## config.mk

```make
export PLATFORM = sky130hd
export DESIGN_NAME = rgbw_hue_engine_flat
export DESIGN_NICKNAME = d
export VERILOG_FILES = /design/src/rtl/rgbw_pkg.sv /design/src/rtl/rgbw_hue_engine_if.sv /design/src/rtl/hue_sector_map.sv /design/src/rtl/rgbw_hue_engine.sv /design/src/flat_wrapper.sv
export SDC_FILE = /design/constraint.sdc
export NUM_CORES = 1
export LEC_CHECK = 0
export CAP_MARGIN = 20
export CORE_MARGIN = 2
export CORE_UTILIZATION = 51
export DETAILED_ROUTE_END_ITERATION = 7
export HOLD_SLACK_MARGIN = 0.1
export PLACE_DENSITY = 0.76
export SLEW_MARGIN = 15
export SYNTH_ARGS = -nofsm -noshare
export SYNTH_HDL_FRONTEND = slang
export SYNTH_SLANG_ARGS = --single-unit
```

## constraint.sdc

```tcl
create_clock -name clk -period 6.12 [get_ports clk]
set_clock_uncertainty 0.1 [all_clocks]
set_input_delay 1.224 -clock clk [delete_from_list [all_inputs] [get_ports clk]]
set_output_delay 1.224 -clock clk [all_outputs]
set_load 0.01 [all_outputs]
```

## src/rtl/rgbw_pkg.sv

```systemverilog
// Shared definitions for the RGBW colour engine: the mode codes, the state
// encoding and the small colour-arithmetic helpers.
package rgbw_pkg;

    // Default mode codes accepted on start.
    localparam logic [7:0] MODE_BYPASS_DEF  = 8'h21;
    localparam logic [7:0] MODE_WHEEL_DEF   = 8'hA4;
    localparam logic [7:0] MODE_EXTRACT_DEF = 8'hB5;

    // Widest colour field the helpers support; callers zero-extend into it.
    localparam int MAX_DW = 16;

    typedef enum logic [2:0] {
        ST_IDLE  = 3'd0,
        ST_HUE   = 3'd1,
        ST_TINT  = 3'd2,
        ST_MUL_W = 3'd3,
        ST_MUL_R = 3'd4,
        ST_MUL_G = 3'd5,
        ST_MUL_B = 3'd6,
        ST_OUT   = 3'd7
    } state_t;

    // a + b clamped to max_v, so adding tint never wraps a channel.
    function automatic logic [MAX_DW-1:0] sat_add(input logic [MAX_DW-1:0] a,
                                                   input logic [MAX_DW-1:0] b,
                                                   input logic [MAX_DW-1:0] max_v);
        logic [MAX_DW:0] sum;
        sum = {1'b0, a} + {1'b0, b};
        if (sum > {1'b0, max_v}) begin
            return max_v;
        end
        return sum[MAX_DW-1:0];
    endfunction

    // Smallest of three values: the white component common to R, G and B.
    function automatic logic [MAX_DW-1:0] min3(input logic [MAX_DW-1:0] a,
                                               input logic [MAX_DW-1:0] b,
                                               input logic [MAX_DW-1:0] c);
        logic [MAX_DW-1:0] m;
        m = (a < b) ? a : b;
        return (c < m) ? c : m;
    endfunction

endpackage

```

## src/rtl/rgbw_hue_engine_if.sv

```systemverilog
// Bus to the shared external sequential multiplier (ld/ok handshake).
interface rgbw_hue_engine_if #(
    parameter int DW = 8
);
    logic [DW-1:0]   mult_a;
    logic [DW-1:0]   mult_b;
    logic            mult_ld;
    logic            mult_ok;
    logic [2*DW-1:0] mult_res;

    // The engine issues operands and the load request.
    modport master (
        output mult_a, mult_b, mult_ld,
        input  mult_ok, mult_res
    );

    // The multiplier answers with a product and a valid flag.
    modport slave (
        input  mult_a, mult_b, mult_ld,
        output mult_ok, mult_res
    );
endinterface

```

## src/rtl/hue_sector_map.sv

```systemverilog
// Hue index to fully saturated R/G/B: six sectors of the colour wheel, with
// the fractional position inside a sector giving the rising/falling ramp.
module hue_sector_map #(
    parameter int DW = 8
) (
    input  logic [DW-1:0] hue_i,
    output logic [DW-1:0] red_o,
    output logic [DW-1:0] green_o,
    output logic [DW-1:0] blue_o
);
    logic [DW+2:0] p;
    logic [2:0]    sec;
    logic [DW-1:0] f;
    logic [DW-1:0] d;
    logic [DW-1:0] m;

    // hue*6 spreads the index over six sectors; the top bits select the sector.
    assign p   = (DW+3)'(hue_i) * (DW+3)'(6);
    assign sec = p[DW+2:DW];
    assign f   = p[DW-1:0];
    assign m   = '1;
    assign d   = m - f;

    // Per-sector channel selection: one channel full, one ramping, one off.
    always_comb begin
        red_o   = '0;
        green_o = '0;
        blue_o  = '0;
        case (sec)
            3'd0: begin red_o = m; green_o = f; end
            3'd1: begin red_o = d; green_o = m; end
            3'd2: begin green_o = m; blue_o = f; end
            3'd3: begin green_o = d; blue_o = m; end
            3'd4: begin red_o = f; blue_o = m; end
            3'd5: begin red_o = m; blue_o = d; end
            default: ;
        endcase
    end
endmodule

```

## src/rtl/rgbw_hue_engine.sv

```systemverilog
// RGBW colour engine: hue wheel + tint, or RGB white extraction, followed by
// intensity scaling of all four channels on the shared external multiplier.
module rgbw_hue_engine
    import rgbw_pkg::*;
#(
    parameter int         DW           = 8,
    parameter logic [7:0] MODE_BYPASS  = MODE_BYPASS_DEF,
    parameter logic [7:0] MODE_WHEEL   = MODE_WHEEL_DEF,
    parameter logic [7:0] MODE_EXTRACT = MODE_EXTRACT_DEF
) (
    input  logic          clk,
    input  logic          reset,
    input  logic          start,
    input  logic [7:0]    mode,
    input  logic [DW-1:0] hue,
    input  logic [DW-1:0] lint,
    input  logic [DW-1:0] white_in,
    input  logic [DW-1:0] red_in,
    input  logic [DW-1:0] green_in,
    input  logic [DW-1:0] blue_in,
    rgbw_hue_engine_if.master mul,
    output logic          busy,
    output logic          out_valid,
    output logic [DW-1:0] red_out,
    output logic [DW-1:0] green_out,
    output logic [DW-1:0] blue_out,
    output logic [DW-1:0] white_out
);
    localparam logic [DW-1:0] FULL = '1;

    state_t        state_q, state_d;
    logic [7:0]    mode_q, mode_d;
    logic [DW-1:0] hue_q, hue_d;
    logic [DW-1:0] lint_q, lint_d;
    logic [DW-1:0] win_q, win_d;
    logic [DW-1:0] rin_q, rin_d;
    logic [DW-1:0] gin_q, gin_d;
    logic [DW-1:0] bin_q, bin_d;
    // Working channel values, overwritten in place by their scaled versions.
    logic [DW-1:0] w_q, w_d;
    logic [DW-1:0] r_q, r_d;
    logic [DW-1:0] g_q, g_d;
    logic [DW-1:0] b_q, b_d;
    logic [DW-1:0] red_out_q, red_out_d;
    logic [DW-1:0] green_out_q, green_out_d;
    logic [DW-1:0] blue_out_q, blue_out_d;
    logic [DW-1:0] white_out_q, white_out_d;
    logic          busy_q, busy_d;
    logic          out_valid_q, out_valid_d;
    logic          mult_ld_q, mult_ld_d;

    logic [DW-1:0] map_r, map_g, map_b;
    logic [DW-1:0] ext_w;
    logic [DW-1:0] cur_x;
    logic [DW-1:0] scaled;
    logic          in_mul;

    hue_sector_map #(.DW(DW)) u_hue_map (
        .hue_i   (hue_q),
        .red_o   (map_r),
        .green_o (map_g),
        .blue_o  (map_b)
    );

    assign ext_w = DW'(min3(MAX_DW'(rin_q), MAX_DW'(gin_q), MAX_DW'(bin_q)));

    assign in_mul = (state_q == ST_MUL_W) || (state_q == ST_MUL_R) ||
                    (state_q == ST_MUL_G) || (state_q == ST_MUL_B);

    // Operand currently being scaled, chosen by the multiply step.
    always_comb begin
        cur_x = '0;
        case (state_q)
            ST_MUL_W: cur_x = w_q;
            ST_MUL_R: cur_x = r_q;
            ST_MUL_G: cur_x = g_q;
            ST_MUL_B: cur_x = b_q;
            default:  ;
        endcase
    end

    // x*(lint+1)>>DW computed as (x*lint + x)>>DW, so lint=all-ones is exact.
    assign scaled = DW'((mul.mult_res + (2*DW)'(cur_x)) >> DW);

    assign mul.mult_a  = in_mul ? lint_q : '0;
    assign mul.mult_b  = cur_x;
    assign mul.mult_ld = mult_ld_q;

    assign busy      = busy_q;
    assign out_valid = out_valid_q;
    assign red_out   = red_out_q;
    assign green_out = green_out_q;
    assign blue_out  = blue_out_q;
    assign white_out = white_out_q;

    // Next-state, datapath and multiplier-handshake decisions.
    always_comb begin
        state_d     = state_q;
        mode_d      = mode_q;
        hue_d       = hue_q;
        lint_d      = lint_q;
        win_d       = win_q;
        rin_d       = rin_q;
        gin_d       = gin_q;
        bin_d       = bin_q;
        w_d         = w_q;
        r_d         = r_q;
        g_d         = g_q;
        b_d         = b_q;
        red_out_d   = red_out_q;
        green_out_d = green_out_q;
        blue_out_d  = blue_out_q;
        white_out_d = white_out_q;
        busy_d      = busy_q;
        out_valid_d = 1'b0;
        mult_ld_d   = mult_ld_q;

        case (state_q)
            ST_IDLE: begin
                if (start) begin
                    mode_d = mode;
                    hue_d  = hue;
                    lint_d = lint;
                    win_d  = white_in;
                    rin_d  = red_in;
                    gin_d  = green_in;
                    bin_d  = blue_in;
                    if (mode == MODE_BYPASS) begin
                        red_out_d   = red_in;
                        green_out_d = green_in;
                        blue_out_d  = blue_in;
                        white_out_d = white_in;
                        out_valid_d = 1'b1;
                    end else if (mode == MODE_WHEEL) begin
                        busy_d  = 1'b1;
                        state_d = ST_HUE;
                    end else if (mode == MODE_EXTRACT) begin
                        busy_d  = 1'b1;
                        state_d = ST_TINT;
                    end
                end
            end
            ST_HUE: begin
                r_d     = map_r;
                g_d     = map_g;
                b_d     = map_b;
                state_d = ST_TINT;
            end
            ST_TINT: begin
                if (mode_q == MODE_WHEEL) begin
                    r_d = DW'(sat_add(MAX_DW'(r_q), MAX_DW'(win_q), MAX_DW'(FULL)));
                    g_d = DW'(sat_add(MAX_DW'(g_q), MAX_DW'(win_q), MAX_DW'(FULL)));
                    b_d = DW'(sat_add(MAX_DW'(b_q), MAX_DW'(win_q), MAX_DW'(FULL)));
                    w_d = win_q;
                end else begin
                    w_d = ext_w;
                    r_d = rin_q - ext_w;
                    g_d = gin_q - ext_w;
                    b_d = bin_q - ext_w;
                end
                state_d = ST_MUL_W;
            end
            ST_MUL_W, ST_MUL_R, ST_MUL_G, ST_MUL_B: begin
                if (mult_ld_q && mul.mult_ok) begin
                    mult_ld_d = 1'b0;
                    case (state_q)
                        ST_MUL_W: begin w_d = scaled; state_d = ST_MUL_R; end
                        ST_MUL_R: begin r_d = scaled; state_d = ST_MUL_G; end
                        ST_MUL_G: begin g_d = scaled; state_d = ST_MUL_B; end
                        default:  begin b_d = scaled; state_d = ST_OUT;   end
                    endcase
                end else if (!mul.mult_ok && !mult_ld_q) begin
                    // Wait for a stale ok from the previous product to drop.
                    mult_ld_d = 1'b1;
                end
            end
            ST_OUT: begin
                red_out_d   = r_q;
                green_out_d = g_q;
                blue_out_d  = b_q;
                white_out_d = w_q;
                out_valid_d = 1'b1;
                busy_d      = 1'b0;
                state_d     = ST_IDLE;
            end
            default: state_d = ST_IDLE;
        endcase
    end

    // State and datapath registers; reset clears everything, even mid-multiply.
    always_ff @(posedge clk) begin
        if (!reset) begin
            state_q     <= ST_IDLE;
            mode_q      <= '0;
            hue_q       <= '0;
            lint_q      <= '0;
            win_q       <= '0;
            rin_q       <= '0;
            gin_q       <= '0;
            bin_q       <= '0;
            w_q         <= '0;
            r_q         <= '0;
            g_q         <= '0;
            b_q         <= '0;
            red_out_q   <= '0;
            green_out_q <= '0;
            blue_out_q  <= '0;
            white_out_q <= '0;
            busy_q      <= 1'b0;
            out_valid_q <= 1'b0;
            mult_ld_q   <= 1'b0;
        end else begin
            state_q     <= state_d;
            mode_q      <= mode_d;
            hue_q       <= hue_d;
            lint_q      <= lint_d;
            win_q       <= win_d;
            rin_q       <= rin_d;
            gin_q       <= gin_d;
            bin_q       <= bin_d;
            w_q         <= w_d;
            r_q         <= r_d;
            g_q         <= g_d;
            b_q         <= b_d;
            red_out_q   <= red_out_d;
            green_out_q <= green_out_d;
            blue_out_q  <= blue_out_d;
            white_out_q <= white_out_d;
            busy_q      <= busy_d;
            out_valid_q <= out_valid_d;
            mult_ld_q   <= mult_ld_d;
        end
    end
endmodule

```

## src/flat_wrapper.sv

```systemverilog
// flat-port wrapper written by rule: the top's interface ports become plain ports
module rgbw_hue_engine_flat import rgbw_pkg::*;
#(
    parameter int         DW           = 8,
    parameter logic [7:0] MODE_BYPASS  = MODE_BYPASS_DEF,
    parameter logic [7:0] MODE_WHEEL   = MODE_WHEEL_DEF,
    parameter logic [7:0] MODE_EXTRACT = MODE_EXTRACT_DEF
)
  (clk, reset, start, mode, hue, lint, white_in, red_in, green_in, blue_in, busy, out_valid, red_out, green_out, blue_out, white_out, mul_mult_a, mul_mult_b, mul_mult_ld, mul_mult_ok, mul_mult_res);
  rgbw_hue_engine_if #(.DW(DW)) mul_i ();
  input  logic clk;
  input  logic reset;
  input  logic start;
  input  logic [7:0] mode;
  input  logic [DW-1:0] hue;
  input  logic [DW-1:0] lint;
  input  logic [DW-1:0] white_in;
  input  logic [DW-1:0] red_in;
  input  logic [DW-1:0] green_in;
  input  logic [DW-1:0] blue_in;
  output logic busy;
  output logic out_valid;
  output logic [DW-1:0] red_out;
  output logic [DW-1:0] green_out;
  output logic [DW-1:0] blue_out;
  output logic [DW-1:0] white_out;
  output wire logic [$bits(mul_i.mult_a)-1:0] mul_mult_a;
  output wire logic [$bits(mul_i.mult_b)-1:0] mul_mult_b;
  output wire logic [$bits(mul_i.mult_ld)-1:0] mul_mult_ld;
  input wire logic [$bits(mul_i.mult_ok)-1:0] mul_mult_ok;
  input wire logic [$bits(mul_i.mult_res)-1:0] mul_mult_res;
  assign mul_mult_a = mul_i.mult_a;
  assign mul_mult_b = mul_i.mult_b;
  assign mul_mult_ld = mul_i.mult_ld;
  assign mul_i.mult_ok = mul_mult_ok;
  assign mul_i.mult_res = mul_mult_res;
  rgbw_hue_engine #(.DW(DW), .MODE_BYPASS(MODE_BYPASS), .MODE_WHEEL(MODE_WHEEL), .MODE_EXTRACT(MODE_EXTRACT)) u_core (.clk(clk), .reset(reset), .start(start), .mode(mode), .hue(hue), .lint(lint), .white_in(white_in), .red_in(red_in), .green_in(green_in), .blue_in(blue_in), .mul(mul_i), .busy(busy), .out_valid(out_valid), .red_out(red_out), .green_out(green_out), .blue_out(blue_out), .white_out(white_out));
endmodule
```

# == Word level (Yosys, flattened, before mapping) ==
# Cells that the tools add are included.
# word_totals
input_bits,76
output_inout_bits,51
regBits,126
wordCells,152
# op_classes
reduce_logical,27
n_eq_ne,25
order_cmp,5
add_sub_neg,8
mul,1
mux,67
# op_table
cell,count
two-way mux 8 bit,29
case mux 8 bit (3 select lines),6
case mux 8 bit (2 select lines),5
case mux 8 bit (4 select lines),1
adder 8 x 8 -> 9 bit,3
"greater-than comparator 9 x 8 -> 1 bit, second input constant",3
"equality test 8 bit, second input constant",3
subtractor 8 bit,3
"equality test 3 bit, second input constant",6
two-way mux 1 bit,17
adder 16 x 8 -> 16 bit,1
< comparator 8 x 16 -> 1 bit,1
two-way mux 3 bit,5
case mux 3 bit (5 select lines),1
AND reduction 3 bit,5
"equality test 3 x 2 -> 1 bit, second input constant",4
"multiplier 8 x 2 -> 10 bit, second input constant",1
"!= test 2 x 1 -> 1 bit, second input constant",5
"equality test 8 x 6 -> 1 bit, second input constant",1
< comparator 8 bit,1
AND reduction 4 bit,2
"subtractor 8 bit, first input constant",1
"equality test 3 x 1 -> 1 bit, second input constant",2
logical NOT 3 bit,2
other kinds (13),25

# == Logic depth before layout (Yosys ltp) ==
# depth
depth_word,8
depth_mapped,29
depth_no_buf,27

# == Hierarchy ==
# Synthesis repeated with hierarchy kept, for this count alone.
# hier_totals
cells_unflattened,1314
hier_area_um2,9885.7
# modules_own_cells
module,cells_each,area_per_inst_um2,instances,seq_area_each_um2
rgbw_hue_engine,1197,9078.7,1,2522.4
hue_sector_map,117,807.0,1,0.0

# == Least setup slack after synthesis ==
# Ideal clock, no wire load.
# synth_path
path_kind,reg-to-reg
start,register u_core.gin_q[1]
end,register u_core.g_q[6]
t_arrival_ns,6.447
n_path_buf,2
slack_ns,-0.543
period_less_slack_ns,6.663
stages_incl_launch_ff,30
path_cell_list,dfxtp_1 -> clkbuf_1 -> inv_1 -> ha_1 -> a211oi_2 -> o21ai_2 -> a21oi_1 -> nor2_1 -> a21oi_1 -> ha_1 -> a211oi_1 -> nor2_1 -> a211oi_1 -> and2b_1 -> a22oi_1 -> buf_2 -> nor2_1 -> nand2_1 -> o21ai_0 -> ha_1 -> inv_1 -> ha_1 -> o21bai_1 -> a211oi_2 -> a21boi_1 -> maj3_2 -> maj3_2 -> maj3_2 -> or4b_1 -> and3_1
# synth_via
elab_chain_cells,7
# synth_lines
item,line_no,rtl
"start, declared",rgbw_hue_engine.sv:37,"logic [DW-1:0] gin_q, gin_d;"
"start signal, assigned",rgbw_hue_engine.sv:219,gin_q <= gin_d;
< comparator 8 bit,rgbw_pkg.sv:41,m = (a < b) ? a : b;
two-way mux 8 bit,rgbw_pkg.sv:41,
< comparator 8 x 16 -> 1 bit,rgbw_pkg.sv:42,return (c < m) ? c : m;
two-way mux 8 bit,rgbw_pkg.sv:42,
subtractor 8 bit *,rgbw_hue_engine.sv:158,g_d = gin_q - ext_w;
two-way mux 8 bit *,rgbw_hue_engine.sv:150,if (mode_q == MODE_WHEEL) begin
case mux 8 bit (3 select lines) *,rgbw_hue_engine.sv:118,case (state_q)
"end signal, assigned",rgbw_hue_engine.sv:223,g_q <= g_d;
"end, declared",rgbw_hue_engine.sv:42,"logic [DW-1:0] g_q, g_d;"
# Mark *: on every way between the ends. The rest lies on a longest branch, timed or not.
# A chain may end at the register's enable or synchronous reset.

# == Worst setup path in the final report ==
# layout_path
start,register u_core.gin_q[5]
end,register u_core.g_q[6]
# The elaborated chain is that of the path after synthesis.

==> results_dict.tcl <==
set metrics [dict create \
    wl_per_cell_um 20.2 \
    synth_nets 1355 \
    power_density_nw_per_um2 241 \
    post_dp_cell_area_um2 11000 \
    synth.distinct_cells 70 \
    postLayoutCellArea_um2 11700 \
    clock_sinks 126 \
    critPathCaptureType "flip-flop" \
    setup_slack_ps 262 \
    power_w 0.00282 \
    cp.arrival_ps 6070 \
    synth-edff-count 0 \
    clock_latency_ps 430 \
    detail_route.wirelength_um 31900 \
    max-cap-violations 0 \
    ir_worst_vdd_v 0.000233 \
    drive_above_1_share_pct 9.43 \
    crit_fanout 7 \
    clock_path_buffers 2 \
    root_buffer "clkbuf_16" \
    async_flop_share_pct 0 \
    maxSlewViolCount 0 \
    synth_top_area_cell "dfxtp_1" \
    setup_viol 0 \
    tightest_slew_ps 1010 \
    yosysTopAreaCellShare_pct 27.0 \
    cp.required_ps 6340 \
    place_ws_ps 34.6 \
    min_period_ps 5860 \
    die_area_um2 19400 \
    grt_pass1_wl_um 49100 \
    avgSynthCellArea_um2 7.72 \
    final_nets 1479 \
    cts-htree-levels 4 \
    core_um2 18000 \
    start_util_pct 52.0 \
    outcome "completed" \
    synthFlopType "dfxtp_1" \
    seq_area_frac_synth_pct 27.0 \
    ant_nets 0 \
    cp-start-kind "flip-flop" \
    via_count 9548 \
    post-route-period-util_pct 95.7 \
    grt_max_degree 81 \
    clkTransAtPathRegs_ps 70 \
    path_class "reg2reg" \
    cts_tree "done" \
    synthesis.area_um2 9350 \
    cts.hold.buffers_added 0 \
    routed_via_density 6.06 \
    placementRows 49 \
    drc_errors 0 \
    syn_inst 1210 \
    fmaxAchievable_mhz 171 \
    diodes 0 \
    port_buffers 126 \
    final-hold-violation-count 0 \
    relSlewSlack_pct 32.2 \
    tns_ps 0 \
    io-pin-count 127 \
    drt_iter0_drc 1044 \
    chipWidth_um 139 \
    power_leakage_nw 5.23 \
    ys_top_cells_by_area "dfxtp_1 27%, ha_1 8.7%, nand2_1 8.7%" \
    ys_seq_elements 126 \
    antenna_found_initial 0 \
    dpl.hpwl_um 23900 \
    synth_warnings 0 \
    grt_use_total_pct 32.2 \
    area_delta_synth_final_pct 25.1 \
    gp_routability_congestion 0.972 \
    die_h_um 139 \
    whs_ps 360 \
    grt_pass1_vias 8870 \
    first_pass_iters 7 \
    cts_buffers 17 \
    hold_class "reg2reg" \
    grt_overflow 0 \
]
-- worst paths after layout --
kind,from,to,slack (ps),cells past startpoint
max reg2reg,u_core.gin_q[5]$_SDFFE_PN0P_,u_core.g_q[6]$_SDFFE_PN0P_,260,26
max,u_core.gin_q[5]$_SDFFE_PN0P_,u_core.g_q[6]$_SDFFE_PN0P_,260,26
min reg2reg,u_core.lint_q[1]$_SDFFE_PN0P_,u_core.lint_q[1]$_SDFFE_PN0P_,360,2
min,u_core.lint_q[1]$_SDFFE_PN0P_,u_core.lint_q[1]$_SDFFE_PN0P_,360,2
-- synth_stat cells (all sizes together), types with 11 or more instances --
master / n
and2: 20
o21ai: 93
xnor2: 41
xor2: 16
a31oi: 15
dfxtp: 126
a211oi: 16
ha: 65
nor3: 25
o211a: 35
o221ai: 12
a21oi: 83
a21boi: 58
nor2b: 11
inv: 36
clkbuf: 62
nand2: 217
mux2i: 46
nor2: 80
-- through the flow --
stage	utilization (%)	cells
floorplan	-	1210
global placement	61.0	1532
detailed placement	61.0	1532
CTS	64.3	1564
global route	65.1	1576
finish	65.1	1576
-- layer usage --
layer	share of wire, %	up-vias	track usage [%]
li1	-	4601	-
met1	41	4423	41.3
met2	46	435	51.9
met3	8.2	89	6.50
met4	4.7	0	15.3
met5	0	-	0
-- kinds of logic (layout without fill, tap and decap cells) --
family | after synthesis | in the layout | synth area share (%)
compound gates | 404 | 404 | 29.6
simple gates | 396 | 396 | 18.5
flops | 126 | 126 | 27.0
buf+inv | 107 | 244 | 4.43
fa+ha+maj | 74 | 74 | 10.2
xor+xnor | 57 | 57 | 5.34
mux | 46 | 46 | 4.97
-- cell usage in the layout (no fill, tap or decap), types with 11 or more instances in the layout --
cell and instances:
nand2_1 214, clkdlybuf4s50_1 125, dfxtp_1 125, o21ai_0 83
a21oi_1 80, nor2_1 79, ha_1 65, a21boi_0 56
buf_4 50, mux2i_1 44, xnor2_1 41, inv_1 35
o211a_1 35, nor3_1 23, and2_1 18, clkbuf_16 17
xor2_1 16, a31oi_1 15, o221ai_1 12, nor2b_1 11
-- area by class of cell --
class	instances	area [µm²]
Clock inverter	15	165
Fill cell	1573	6270
Multi-Input combinational cell	977	6510
Tap cell	229	287
Sequential cell	126	2520
Clock buffer	17	425
Timing Repair Buffer	176	1650
Inverter	36	135
-- worst max-delay path: stages, from the launching register on --
cell	delay, ps
dfxtp_2	360
inv_1	90
ha_1	310
nand2_1	90
nor3_4	290
a21oi_4	130
nor2_1	140
a21oi_2	60
ha_1	330
and4_2	320
nand2_2	100
nor3_1	180
mux2i_1	130
buf_4	160
a22o_4	250
a21oi_1	200
or2_2	180
xnor2_1	70
ha_1	180
o21bai_1	160
a211oi_2	180
a21boi_1	120
maj3_2	340
maj3_2	320
maj3_2	330
or4b_1	450
and3_1	150
-- what timing repair did --
action,CTS,global route
setup buffers,0,9
resized for setup,0,11
setup endpoints to repair,0,2
-- report_power, final --
| group | switching, W | internal, W |
|---|---|---|
| logic | 0.000531 | 0.000382 |
| clock network | 0.000454 | 0.000582 |
| registers | 0.0000313 | 0.000844 |
(Power assumes the default switching activity.)
